File: config.mk
export PLATFORM = sky130hd
export DESIGN_NAME = jtcontra_inputs
export DESIGN_NICKNAME = d
export VERILOG_FILES = /design/src/rtl/jtcontra_inputs.sv
export SDC_FILE = /design/constraint.sdc
export NUM_CORES = 1
export LEC_CHECK = 0
export CORE_UTILIZATION = 60
export CTS_CLUSTER_DIAMETER = 40
export CTS_CLUSTER_SIZE = 10
export DETAILED_ROUTE_END_ITERATION = 16
export GPL_ROUTABILITY_DRIVEN = 0
export MAX_ROUTING_LAYER = met4
export PLACE_DENSITY = 0.84
export SYNTH_ARGS = -nofsm -noshare
export SYNTH_HDL_FRONTEND = slang
export SYNTH_SLANG_ARGS = --single-unit
File: constraint.sdc
create_clock -name clk -period 5.2 [get_ports clk]
set_clock_uncertainty 0.05 [all_clocks]
set_input_delay 0.78 -clock clk [delete_from_list [all_inputs] [get_ports clk]]
set_output_delay 0.78 -clock clk [all_outputs]
set_load 0.005 [all_outputs]
File: src/rtl/jtcontra_inputs.sv
// Cabinet input conditioner: 2-flop sync, per-bit debounce, SOCD cleaning and frame-counted coin pulses, all outputs registered.
// Optional b1 autofire is compiled in with JTCONTRA_AUTOFIRE_EN; no backpressure, inputs are sampled every cycle.
module jtcontra_inputs #(
  parameter int TICKW       = 10,
  parameter int DEBW        = 4,
  parameter int COIN_FRAMES = 3,
  parameter int AF_FRAMES   = 4
) (
  input  logic       clk,
  input  logic       rst,
  input  logic       LVBL,
  input  logic [1:0] start_button,
  input  logic [1:0] coin_input,
  input  logic [5:0] joystick1,
  input  logic [5:0] joystick2,
  input  logic       af_en,
  output logic [1:0] start_o,
  output logic [1:0] coin_o,
  output logic [5:0] joy1_o,
  output logic [5:0] joy2_o
);

  localparam int              FCW     = $clog2(COIN_FRAMES + 1);
  localparam int              AFW     = $clog2(AF_FRAMES + 1);
  localparam logic [DEBW-1:0] DC_LAST = DEBW'((1 << DEBW) - 2);
  localparam logic [FCW-1:0]  FC_LAST = FCW'(COIN_FRAMES - 1);
  localparam logic [AFW-1:0]  AF_LAST = AFW'(AF_FRAMES - 1);

  typedef enum logic [1:0] {C_IDLE, C_PULSE, C_WAIT} coin_st_t;

  // bit map: [15:14] start, [13:12] coin, [11:6] joystick2, [5:0] joystick1
  logic [15:0]      raw, sync1, sync2, db;
  logic [DEBW-1:0]  dc [16];
  logic [TICKW-1:0] tick_cnt;
  logic             tick;
  logic             lvbl_q, frame;
  logic [1:0]       b1;
  logic [5:0]       j1c, j2c;

  assign raw   = {start_button, coin_input, joystick2, joystick1};
  assign tick  = &tick_cnt;
  assign frame = lvbl_q & ~LVBL;

  always_ff @(posedge clk) begin
    if (rst) begin
      sync1    <= '1;
      sync2    <= '1;
      tick_cnt <= '0;
      lvbl_q   <= 1'b1;
    end else begin
      sync1    <= raw;
      sync2    <= sync1;
      tick_cnt <= tick_cnt + 1'b1;
      lvbl_q   <= LVBL;
    end
  end

  // Acceptance happens on the tick that would bring dc to all-ones, so dc never wraps.
  always_ff @(posedge clk) begin
    if (rst) begin
      db <= '1;
      for (int i = 0; i < 16; i++) dc[i] <= '0;
    end else begin
      for (int i = 0; i < 16; i++) begin
        if (sync2[i] == db[i]) begin
          dc[i] <= '0;
        end else if (tick) begin
          if (dc[i] == DC_LAST) begin
            db[i] <= sync2[i];
            dc[i] <= '0;
          end else begin
            dc[i] <= dc[i] + 1'b1;
          end
        end
      end
    end
  end

  function automatic logic [5:0] socd(input logic [5:0] j);
    socd = j;
    if (!j[3] && !j[2]) socd[3:2] = 2'b11;
    if (!j[1] && !j[0]) socd[1:0] = 2'b11;
  endfunction

  assign j1c = socd(db[5:0]);
  assign j2c = socd(db[11:6]);

  coin_st_t       cst [2];
  coin_st_t       cst_nx [2];
  logic [FCW-1:0] fc [2];
  logic [FCW-1:0] fc_nx [2];
  logic [1:0]     coin_nx, db_coin_q, coin_fall;

  assign coin_fall = db_coin_q & ~db[13:12];

  always_ff @(posedge clk) begin
    if (rst) begin
      db_coin_q <= 2'b11;
      coin_o    <= 2'b11;
      for (int i = 0; i < 2; i++) begin
        cst[i] <= C_IDLE;
        fc[i]  <= '0;
      end
    end else begin
      db_coin_q <= db[13:12];
      coin_o    <= coin_nx;
      for (int i = 0; i < 2; i++) begin
        cst[i] <= cst_nx[i];
        fc[i]  <= fc_nx[i];
      end
    end
  end

  // Entry into PULSE wins over a coincident frame strobe: fc starts at 0 without counting it.
  always_comb begin
    coin_nx = coin_o;
    for (int i = 0; i < 2; i++) begin
      cst_nx[i] = cst[i];
      fc_nx[i]  = fc[i];
      case (cst[i])
        C_IDLE: if (coin_fall[i]) begin
          cst_nx[i]  = C_PULSE;
          fc_nx[i]   = '0;
          coin_nx[i] = 1'b0;
        end
        C_PULSE: if (frame) begin
          if (fc[i] == FC_LAST) begin
            cst_nx[i]  = C_WAIT;
            coin_nx[i] = 1'b1;
          end else begin
            fc_nx[i] = fc[i] + 1'b1;
          end
        end
        C_WAIT: if (db[12+i]) cst_nx[i] = C_IDLE;
        default: cst_nx[i] = C_IDLE;
      endcase
    end
  end

`ifdef JTCONTRA_AUTOFIRE_EN
  logic [1:0]     af_act, af_lvl;
  logic [AFW-1:0] af_cnt [2];

  assign af_act = {2{af_en}} & ~{db[10], db[4]};

  always_ff @(posedge clk) begin
    for (int p = 0; p < 2; p++) begin
      if (rst || !af_act[p]) begin
        af_lvl[p] <= 1'b0;
        af_cnt[p] <= '0;
      end else if (frame) begin
        if (af_cnt[p] == AF_LAST) begin
          af_cnt[p] <= '0;
          af_lvl[p] <= ~af_lvl[p];
        end else begin
          af_cnt[p] <= af_cnt[p] + 1'b1;
        end
      end
    end
  end

  assign b1 = {af_act[1] ? af_lvl[1] : db[10], af_act[0] ? af_lvl[0] : db[4]};
`else
  logic unused_af;
  assign unused_af = ^{af_en, AF_LAST};
  assign b1 = {db[10], db[4]};
`endif

  always_ff @(posedge clk) begin
    if (rst) begin
      start_o <= 2'b11;
      joy1_o  <= '1;
      joy2_o  <= '1;
    end else begin
      start_o <= db[15:14];
      joy1_o  <= {j1c[5], b1[0], j1c[3:0]};
      joy2_o  <= {j2c[5], b1[1], j2c[3:0]};
    end
  end

endmodule

* Word-level counts from Yosys, hierarchy flattened
Memories as Yosys holds them, arrays and structs flattened. Cells that the tools add are included.
Cells by class: add/subtract/negate cells 19, equal/unequal tests 44, muxes and demuxes 289, bitwise operators 72, reductions and logical operators 39
Operator list (number):
- $mux W1 | 217
- $mux W4 | 48
- $reduce_and A12 Y1 | 16
- $add A4 B1 Y4 const B | 16
- $eq A4 B4 Y1 const B | 16
- $or A1 B1 Y1 | 52
- $mux W2 | 18
- $not A1 Y1 | 17
- $eq A1 B1 Y1 | 16
- $ne A2 B2 Y1 const B | 6
- $pmux W2 S3 | 2
- $add A10 B1 Y10 const B | 1
- $reduce_and A10 Y1 | 1
- $eq A2 B2 Y1 const B | 4
- $logic_not A1 Y1 | 8
- $pmux W2 S2 | 2
- $reduce_and A4 Y1 | 2
- $reduce_or A2 Y1 | 4
- $add A2 B1 Y2 const B | 2
- $eq A2 B1 Y1 const B | 2
- $logic_and A1 B1 Y1 | 4
- $logic_not A2 Y1 | 2
- $pmux W1 S2 | 2
- $reduce_bool A2 Y1 | 2
- other kinds (3) | 3
Storage, ports and cells: bits in registers 77, RAM bits 72, bits of input ports 20, output and inout port bits 16, word-level logic and storage cells 496, memories 3
Memory list:
- dc | words 16, width 4, rd ports 16, clocked after Yosys merged registers in 0, wr ports 16, line 33 | logic [DEBW-1:0] dc [16];
- cst | words 2, width 2, rd ports 2, clocked after Yosys merged registers in 0, wr ports 2, line 88 | coin_st_t cst [2];
- fc | words 2, width 2, rd ports 2, clocked after Yosys merged registers in 0, wr ports 2, line 90 | logic [FCW-1:0] fc [2];

* Longest topological paths before layout
Gate-level depths: netlist of run 1.
depth after elaboration 8, gate-level depth with buffers 6, depth with buffers taken out 5

* Worst setup path after synthesis of run 1
OpenSTA, ideal clock, no wires.
path kind input port to flip-flop, from input rst, to memory dc[0][0], enable pin, library setup time 0.307 ns, data arrival time 1.761 ns, data required time 4.843 ns, slack 3.082 ns, cell stages on the path 5, path buffers 3, cells stage by stage clkbuf_1 -> clkbuf_1 -> clkbuf_1 -> nor2_1 -> nand2_1
RTL lines:
- from (decl) | line 10 | input logic rst,
- to (decl) | line 33

==> results of run 1 <==
cell usage after synthesis, types with 3 or more instances:
master / n
a21oi_1: 9
mux2i_1: 8
inv_1: 38
nand4_1: 8
buf_2: 3
nand2_1: 25
a311o_1: 7
or3b_2: 12
xor2_1: 18
nand3_1: 33
ha_1: 35
or4_1: 6
xnor2_1: 33
edfxtp_1: 64
nand3b_1: 6
nor3_2: 40
buf_6: 7
nor3_1: 25
clkbuf_1: 18
o41ai_1: 8
or2_2: 34
dfxtp_1: 85
nor2_1: 43
o311ai_1: 8
nor4_1: 8
nor2b_1: 3
final timing paths:
path / end / slack, ns / cells past startpoint
setup / recovery: dc[1][3] / 2.25 / 5
hold / removal: sync2[11] / 0.36 / 1
setup reg to reg: dc[1][3] / 2.25 / 5
hold reg to reg: sync2[11] / 0.36 / 1
power by group:
group,switching (W),leakage (nW),internal [W]
sequential,0.0000202,1.46,0.00124
clock,0.000464,0.327,0.000832
combinational,0.0000423,1.00,0.0000370
total,0.000527,2.79,0.00211
routing by layer:
| layer | wire, um | vias to the layer above |
|---|---|---|
| met5 | 0 | - |
| met4 | 90 | 0 |
| met3 | 507 | 8 |
| met2 | 6070 | 95 |
| met1 | 4961 | 2172 |
| li1 | - | 2206 |
critical path: stages, from the launching register on:
cell and delay (ns):
dfxtp_1 0.40, ha_1 0.29, inv_1 0.05, or4_2 1.13
buf_4 0.47, nand2_1 0.24
registers in the layout, indices dropped and copies added, names as in the netlist:
signal / cells
sync1: 16
start_o: 2
coin_o: 2
fc: 4
dc: 64
joy1_o: 6
tick_cnt: 10
joy2_o: 6
sync2: 16
lvbl_q: 1
db: 16
cst: 4
db_coin_q: 2
area by class of cell:
class                           instances  share of cell area [%]
Sequential cell                       149                   46.28
Multi-Input combinational cell        392                   36.71
Inverter                               38                   1.822
Tap cell                              140                   2.237
Clock inverter                         10                   1.390
Timing Repair Buffer                   38                   4.667
Clock buffer                           22                   6.888
cell families after synthesis:
family | after synthesis | synth area share (%)
xor gates and xnor gates | 51 | 6.569
muxes | 10 | 1.509
adders and majority gates | 35 | 6.440
DFF | 149 | 53.28
AOI/OAI and AO/OA | 42 | 4.876
buffers and inverters | 66 | 4.471
and+or+nand+nor | 254 | 22.85
metrics by stage:
stage	setup slack, ns	total power (W)	area (um^2)	util, %
after floorplan	3.082	0.001335	6800	-
after global placement	2.334	0.001359	7181	65.66
after detailed placement	2.230	0.001365	7181	65.66
after CTS	2.223	0.002660	7829	71.59
after global routing	2.086	0.002719	7829	71.59
final	2.247	0.002637	7829	71.59
==> out/results.tsv, run 1 <==
stage	metric	value	unit
synth	syn_area_per_cell	11.20	um^2
routing	TritonRoute pass-1 iters	5	
grt	first-pass GRT wire length	19650	um
sta	RSZ-0062 raised after global routing	no	
clock_tree	Post-CTS Setup Bufs	0	
synth	Area contributors post-synth	edfxtp_1, dfxtp_1, ha_1, nor3_2, xnor2_1	
synth	fraction of registers with async set/reset	0	%
grt	initial antenna violation count	0	
cells_and_area	fill cell count	770	
grt	grt met1 use	24.54	%
grt	vias in the first global route	4405	
outcome	status	complete, no violations	
sta	fin crit share	56.79	%
cells_and_area	multi-input gate area in the final layout	0.002874	mm^2
critical_path	Worst Setup End Kind	flip-flop	
cells_and_area	ANT cells	0	
floorplanning	Die Wd	108.5	um
sta	Hold Fails Final Rpt	0	
grt	GR Util met2	37.61	%
synth	Post-Synthesis Cell Area	0.006800	mm^2
floorplanning	floorplan row count	38	
routing	antenna-violating nets left	0	
cells_and_area	share of cells above drive strength 1	19.72	%
clock_tree	CTS tree	done	
sta	max_slew headroom	37.02	%
sta	Final min period	2.953	ns
synth	top cell type's share of synthesized area	28.26	%
clock_tree	root buf cell	clkbuf_16	
grt	Most Used Layer, Global Route	met2	
sta	worst hold slack	0.3581	ns
synth	Synth Register Bits	149	
sta	max-slew violation count	0	
clock_tree	post-CTS resize count	0	
routing	Vias	4481	
critical_path	Crit Path Max Fanout	41	
sta	Slew @ Worst Pin	0.9446	ns
routing	DRT iter0 DRCs	212	
clock_tree	CTS sink cnt	149	
cells_and_area	post-route non-filler standard cell count	789	
clock_tree	H-tree lvl count	4	
routing	drt drc	0	
synth	ys flop type	dfxtp_1	
clock_tree	Inserted Clock Buffers	17	
grt	GRT Overall Usage	22.27	%
routing	Via density	5.679	
grt	M3 GR Usage	5.546	%
synth	Ys Warns	0	
power	PwrDens	336.8	mW/mm^2
clock_tree	worst-case clock buffer depth	2	
cells_and_area	Nets	691	
critical_path	Critical Path Start	tick_cnt[0]	
grt	GR Overflow Total	0	
critical_path	Setup CP Type	reg -> reg	
cells_and_area	area added between synthesis and finish	15.12	%
clock_tree	cts hold-fix bufs	0	
routing	drt total wl	11630	um
flow_run	MaxCap Viol Count	0	
sta	Fmax	338.7	MHz
min_path	worst min-delay path startpoint	sync1[11]	
cells_and_area	FF+latch area	0.003623	mm^2
critical_path	Crit Reg-Reg Startpoint	tick_cnt[0]	
floorplanning	CORE AREA	0.01094	mm^2
placement	DP HPWL	7633	um
critical_path	Crit path required time	5.27	ns
synth	Netlist cell types	40	
floorplanning	starting density of the core	62.19	%
floorplanning	die height	108.5	um
synth	post-synthesis cell count	607	
floorplanning	die area	0.01176	mm^2
synth	syn_nets	662	
synth	sequential fraction of the synthesis area	53.28	%
sta	Total Neg Setup Slack	0	ns
critical_path	Worst EP arrival	3.03	ns
placement	port bufs	34	
power	VDD IR max	0.1986	mV
routing	Avg WL per Cell	14.74	um
cells_and_area	most frequent cells in the layout	dfxtp_1, edfxtp_1, nor2_1	
floorplanning	IO Count	36	
synth	Yosys top cell by area	edfxtp_1	
min_path	worst min path class	reg -> reg	
synth	number of synthesized flops with an enable pin	64	
power	leakage power	2.793	nW
placement	Placed Cells	757	
grt	largest net degree at the start of global routing	57	
clock_tree	clock-pin slew on the worst setup and hold paths	0.06	ns
cells_and_area	most common cell after layout, fill and taps aside	dfxtp_1	
sta	# setup viols final	0	
critical_path	Startpoint Class	flip-flop	
clock_tree	worst skew pair latency	0.43	ns
(Power assumes the default switching activity.)
==> run 2: changes to the inputs <==
--- a/config.mk
+++ b/config.mk
@@ -5,13 +5,13 @@
 export SDC_FILE = /design/constraint.sdc
 export NUM_CORES = 1
 export LEC_CHECK = 0
-export CORE_UTILIZATION = 60
+export CORE_UTILIZATION = 54
 export CTS_CLUSTER_DIAMETER = 40
 export CTS_CLUSTER_SIZE = 10
 export DETAILED_ROUTE_END_ITERATION = 16
 export GPL_ROUTABILITY_DRIVEN = 0
 export MAX_ROUTING_LAYER = met4
-export PLACE_DENSITY = 0.84
+export PLACE_DENSITY = 0.8
 export SYNTH_ARGS = -nofsm -noshare
 export SYNTH_HDL_FRONTEND = slang
 export SYNTH_SLANG_ARGS = --single-unit
==> constraint.sdc (replaced) <==
create_clock -name clk -period 2.4 [get_ports clk]
set_clock_uncertainty 0.05 [all_clocks]
set_input_delay 0.36 -clock clk [delete_from_list [all_inputs] [get_ports clk]]
set_output_delay 0.36 -clock clk [all_outputs]
set_load 0.005 [all_outputs]
==> out/results.tsv, run 2 (same netlist as run 1, synthesis figures left out) <==
stage	metric	value	unit
clock_tree	worst-case clock buffer depth	2	
sta	# setup viols final	0	
routing	Vias	4453	
grt	GRT Overall Usage	20.70	%
floorplanning	Die Wd	114.2	um
cells_and_area	most common cell after layout, fill and taps aside	dfxtp_1	
power	Final Power	0.005668	W
grt	largest net degree at the start of global routing	51	
floorplanning	IO Count	36	
critical_path	Setup CP Type	reg -> reg	
sta	Fmax	459.6	MHz
routing	Via density	5.404	
sta	max-slew violation count	0	
grt	first-pass GRT wire length	20460	um
sta	Total Neg Setup Slack	0	ns
cells_and_area	FF+latch area	0.003623	mm^2
clock_tree	worst skew pair latency	0.42	ns
cells_and_area	share of cells above drive strength 1	20.27	%
routing	TritonRoute pass-1 iters	4	
power	sw power	0.001106	W
flow_run	MaxCap Viol Count	0	
min_path	worst min path class	reg -> reg	
power	clock network power share	48.5	%
floorplanning	floorplan row count	40	
cells_and_area	number of flip-flops in the largest register	64	
cells_and_area	most frequent cells in the layout	dfxtp_1, edfxtp_1, nor2_1	
grt	vias in the first global route	4544	
placement	pre-CTS setup slack	0.2262	ns
power	register share of total power	48.2	%
clock_tree	post-CTS resize count	0	
power	VDD IR max	0.5823	mV
grt	GR Overflow Total	0	
power	PwrDens	712.2	mW/mm^2
routing	drt drc	0	
placement	port bufs	34	
sta	RSZ-0062 raised after global routing	no	
critical_path	Worst EP arrival	2.23	ns
clock_tree	Post-CTS Setup Bufs	0	
sta	Hold Fails Final Rpt	0	
clock_tree	Inserted Clock Buffers	17	
clock_tree	cts hold-fix bufs	0	
clock_tree	H-tree lvl count	4	
critical_path	Worst Setup End Kind	flip-flop	
routing	Avg WL per Cell	14.34	um
floorplanning	die height	114.2	um
clock_tree	CTS sink cnt	149	
routing	antenna-violating nets left	0	
floorplanning	die area	0.01305	mm^2
cells_and_area	most flop-heavy register	dc	
critical_path	Crit path required time	2.46	ns
cells_and_area	area added between synthesis and finish	17.02	%
power	cell-internal power	0.004562	W
cells_and_area	multi-input gate area in the final layout	0.002874	mm^2
sta	Slew @ Worst Pin	0.5171	ns
sta	max_slew headroom	65.43	%
cells_and_area	fill cell count	919	
clock_tree	CTS tree	done	
routing	drt total wl	11820	um
power	Switching Fraction	19.51	%
sta	fin crit share	90.66	%
floorplanning	starting density of the core	55.92	%
critical_path	Crit Path Max Fanout	50	
cells_and_area	Nets	698	
floorplanning	CORE AREA	0.01216	mm^2
critical_path	Startpoint Class	flip-flop	
power	leakage power	2.842	nW
routing	DRT iter0 DRCs	173	
clock_tree	clock-pin slew on the worst setup and hold paths	0.06	ns
placement	DP HPWL	7857	um
outcome	status	complete, no violations	
sta	final worst slack	0.2241	ns
cells_and_area	ANT cells	0	
grt	initial antenna violation count	0	
sta	Final min period	2.176	ns
clock_tree	root buf cell	clkbuf_16	
power	logic gate share of total power	3.3	%
[run 2: area by class of cell]
cell class,instances,area share (%)
multi-input cells,392,36.12
well taps,168,2.642
clock inverters,5,0.6447
repair buffers,45,5.881
inverters,38,1.792
clock buffers,27,7.390
flip-flops and latches,149,45.53
[run 2: per-stage QoR]
stage          area (um^2)  hold WS (ns)  utilization (%)  std cells
5_1_grt               7958        0.3719            65.43        824
3_5_place_dp          7318        0.3448            60.17        792
2_1_floorplan         6800        0.3395                -        607
4_1_cts               7958        0.3596            65.43        824
6_report              7958        0.3590            65.43        824
3_3_place_gp          7318        0.3403            60.17        792
[run 2: path summary, 6_finish.rpt]
kind,startpoint,end,slack (ns),depth (start not counted)
worst min register to register,sync1[15],sync2[15],0.36,1
worst min-delay path,sync1[15],sync2[15],0.36,1
worst max register to register,tick_cnt[0],dc[0][22],0.22,5
worst max-delay path,tick_cnt[0],dc[0][22],0.22,5
[run 2: power groups by stage]
stage | logic (W) | clock network, W | registers [W]
after floorplan | 0.000120 | 0 | 0.00277
after global placement | 0.000178 | 0 | 0.00278
after detailed placement | 0.000185 | 0 | 0.00278
after CTS | 0.000188 | 0.00281 | 0.00273
after global routing | 0.000208 | 0.00292 | 0.00274
final | 0.000186 | 0.00275 | 0.00273
[run 2: routing by layer]
| metal | share of wire, % | GRT usage, % |
|---|---|---|
| met1 | 44 | 22.74 |
| met2 | 52 | 35.56 |
| met3 | 2.7 | 5.294 |
| met4 | 1.6 | 9.004 |
| met5 | 0 | - |
[run 2: worst max-delay path, cell delays in order (launching register included)]
cell and delay, ns:
dfxtp_1 0.38, ha_1 0.20, inv_1 0.04, or4_2 0.74, buf_12 0.25, nand2_1 0.20
==> run 3: changes to the inputs <==
--- a/config.mk
+++ b/config.mk
@@ -5,13 +5,14 @@
 export SDC_FILE = /design/constraint.sdc
 export NUM_CORES = 1
 export LEC_CHECK = 0
-export CORE_UTILIZATION = 54
+export CORE_UTILIZATION = 60
 export CTS_CLUSTER_DIAMETER = 40
 export CTS_CLUSTER_SIZE = 10
 export DETAILED_ROUTE_END_ITERATION = 16
 export GPL_ROUTABILITY_DRIVEN = 0
 export MAX_ROUTING_LAYER = met4
-export PLACE_DENSITY = 0.8
+export PLACE_DENSITY = 0.84
 export SYNTH_ARGS = -nofsm -noshare
 export SYNTH_HDL_FRONTEND = slang
 export SYNTH_SLANG_ARGS = --single-unit
+export TNS_END_PERCENT = 100
==> constraint.sdc (replaced) <==
create_clock -name clk -period 2.25 [get_ports clk]
set_clock_uncertainty 0.05 [all_clocks]
set_input_delay 0.225 -clock clk [delete_from_list [all_inputs] [get_ports clk]]
set_output_delay 0.225 -clock clk [all_outputs]
set_load 0.005 [all_outputs]
==> out/results.tsv, run 3 (same netlist as run 1, synthesis figures left out) <==
stage	metric	value	unit
sta	worst hold slack	0.3089	ns
routing	drt total wl	12760	um
sta	max_slew headroom	57.32	%
power	clock network power share	47.3	%
floorplanning	Die Wd	108.5	um
sta	RSZ-0062 raised after global routing	no	
placement	pre-CTS setup slack	0.08163	ns
floorplanning	die area	0.01176	mm^2
cells_and_area	most flop-heavy register	dc	
power	cell-internal power	0.004686	W
critical_path	critical-path cell list	ha_1 > inv_1 > or4_2 > buf_12 > nand2_1	
sta	Fmax	461.6	MHz
critical_path	Crit path required time	2.31	ns
placement	port bufs	34	
outcome	status	complete, no violations	
cells_and_area	most common cell after layout, fill and taps aside	dfxtp_1	
placement	DP HPWL	8079	um
sta	final worst slack	0.08380	ns
cells_and_area	most frequent cells in the layout	dfxtp_1, edfxtp_1, nor2_1	
floorplanning	starting density of the core	62.19	%
power	VDD IR max	0.7760	mV
routing	DRT iter0 DRCs	243	
clock_tree	cts hold-fix bufs	0	
critical_path	Startpoint Class	flip-flop	
cells_and_area	Nets	697	
grt	GRT Overall Usage	24.37	%
clock_tree	CTS sink cnt	149	
power	Switching Fraction	20.66	%
routing	Vias	4559	
clock_tree	root buf cell	clkbuf_16	
routing	Avg WL per Cell	16.05	um
cells_and_area	area added between synthesis and finish	15.33	%
clock_tree	H-tree lvl count	4	
cells_and_area	number of flip-flops in the largest register	64	
cells_and_area	ANT cells	0	
routing	Via density	5.735	
sta	fin crit share	96.28	%
grt	largest net degree at the start of global routing	61	
floorplanning	die height	108.5	um
grt	initial antenna violation count	0	
critical_path	Crit Path Max Fanout	60	
power	register share of total power	49.3	%
sta	max-slew violation count	0	
floorplanning	floorplan row count	38	
sta	Slew @ Worst Pin	0.6402	ns
routing	TritonRoute pass-1 iters	5	
sta	# setup viols final	0	
grt	GR Overflow Total	0	
clock_tree	Inserted Clock Buffers	17	
routing	drt drc	0	
clock_tree	clock-pin slew on the worst setup and hold paths	0.06	ns
critical_path	Setup CP Type	reg -> reg	
critical_path	Worst EP arrival	2.23	ns
flow_run	MaxCap Viol Count	0	
sta	Final min period	2.166	ns
grt	first-pass GRT wire length	21280	um
grt	vias in the first global route	4708	
critical_path	Worst Setup End Kind	flip-flop	
floorplanning	CORE AREA	0.01094	mm^2
placement	Area after DPL	0.007251	mm^2
critical_path	CP peak stage delay	0.71	ns
clock_tree	post-CTS resize count	0	
sta	Hold Fails Final Rpt	0	
cells_and_area	share of cells above drive strength 1	20.61	%
power	PwrDens	753.1	mW/mm^2
clock_tree	Post-CTS Setup Bufs	0	
min_path	worst min path class	in -> reg	
critical_path	buffer and inverter count on the worst path	2	
critical_path	delay-heaviest family, CP	simple AND/OR/NAND/NOR gates	
power	leakage power	2.790	nW
power	sw power	0.001220	W
critical_path	Critical-path top delay cell	or4_2	
power	logic gate share of total power	3.3	%
routing	antenna-violating nets left	0	
cells_and_area	fin area	0.007843	mm^2
clock_tree	worst-case clock buffer depth	2	
clock_tree	CTS tree	done	
floorplanning	IO Count	36	
sta	Total Neg Setup Slack	0	ns
clock_tree	worst skew pair latency	0.42	ns
## run 3: layout make-up
type                            instances  area (um^2)
Inverter                               38        142.6
Multi-Input combinational cell        392         2877
Clock inverter                         15        163.9
Sequential cell                       149         3623
Fill cell                             758         3093
Tap cell                              140        175.2
Timing Repair Buffer                   44        435.4
Clock buffer                           17        425.4
## run 3: worst register-to-register path, stage by stage, from the launching register on
cell and delay (ns):
dfxtp_1 0.39, ha_1 0.20, inv_1 0.04, or4_2 0.71, buf_12 0.25, nand2_1 0.22
## run 3: worst paths after layout
kind,from,to,slack (ns),depth (start not counted)
max,tick_cnt[0],dc[1][18],0.08,5
min,start_button[0],sync1[14],0.31,2
max reg2reg,tick_cnt[0],dc[1][18],0.08,5
min reg2reg,sync1[0],sync2[0],0.36,1
## run 3: layer usage
layer  vias up  share of wire (%)  track usage (%)
li1       2229                  -                -
met1      2209                 41            26.22
met2       106                 53            42.50
met3        15                4.6            6.028
met4         0                1.3            10.52
met5         -                  0                -
## run 3: metrics by stage
step	total power (W)	std cells	utilization, %
floorplan	0.003086	607	-
global placement	0.003150	763	66.30
detailed placement	0.003163	763	66.30
CTS	0.005943	795	71.69
global route	0.006075	795	71.72
finish	0.005906	795	71.72
## run 3: power groups by stage
| stage | Combinational, W | Sequential [W] | Clock (W) |
|---|---|---|---|
| floorplan | 0.000128 | 0.00296 | 0 |
| global placement | 0.000184 | 0.00297 | 0 |
| detailed placement | 0.000193 | 0.00297 | 0 |
| CTS | 0.000198 | 0.00291 | 0.00283 |
| global route | 0.000219 | 0.00292 | 0.00294 |
| finish | 0.000198 | 0.00291 | 0.00279 |
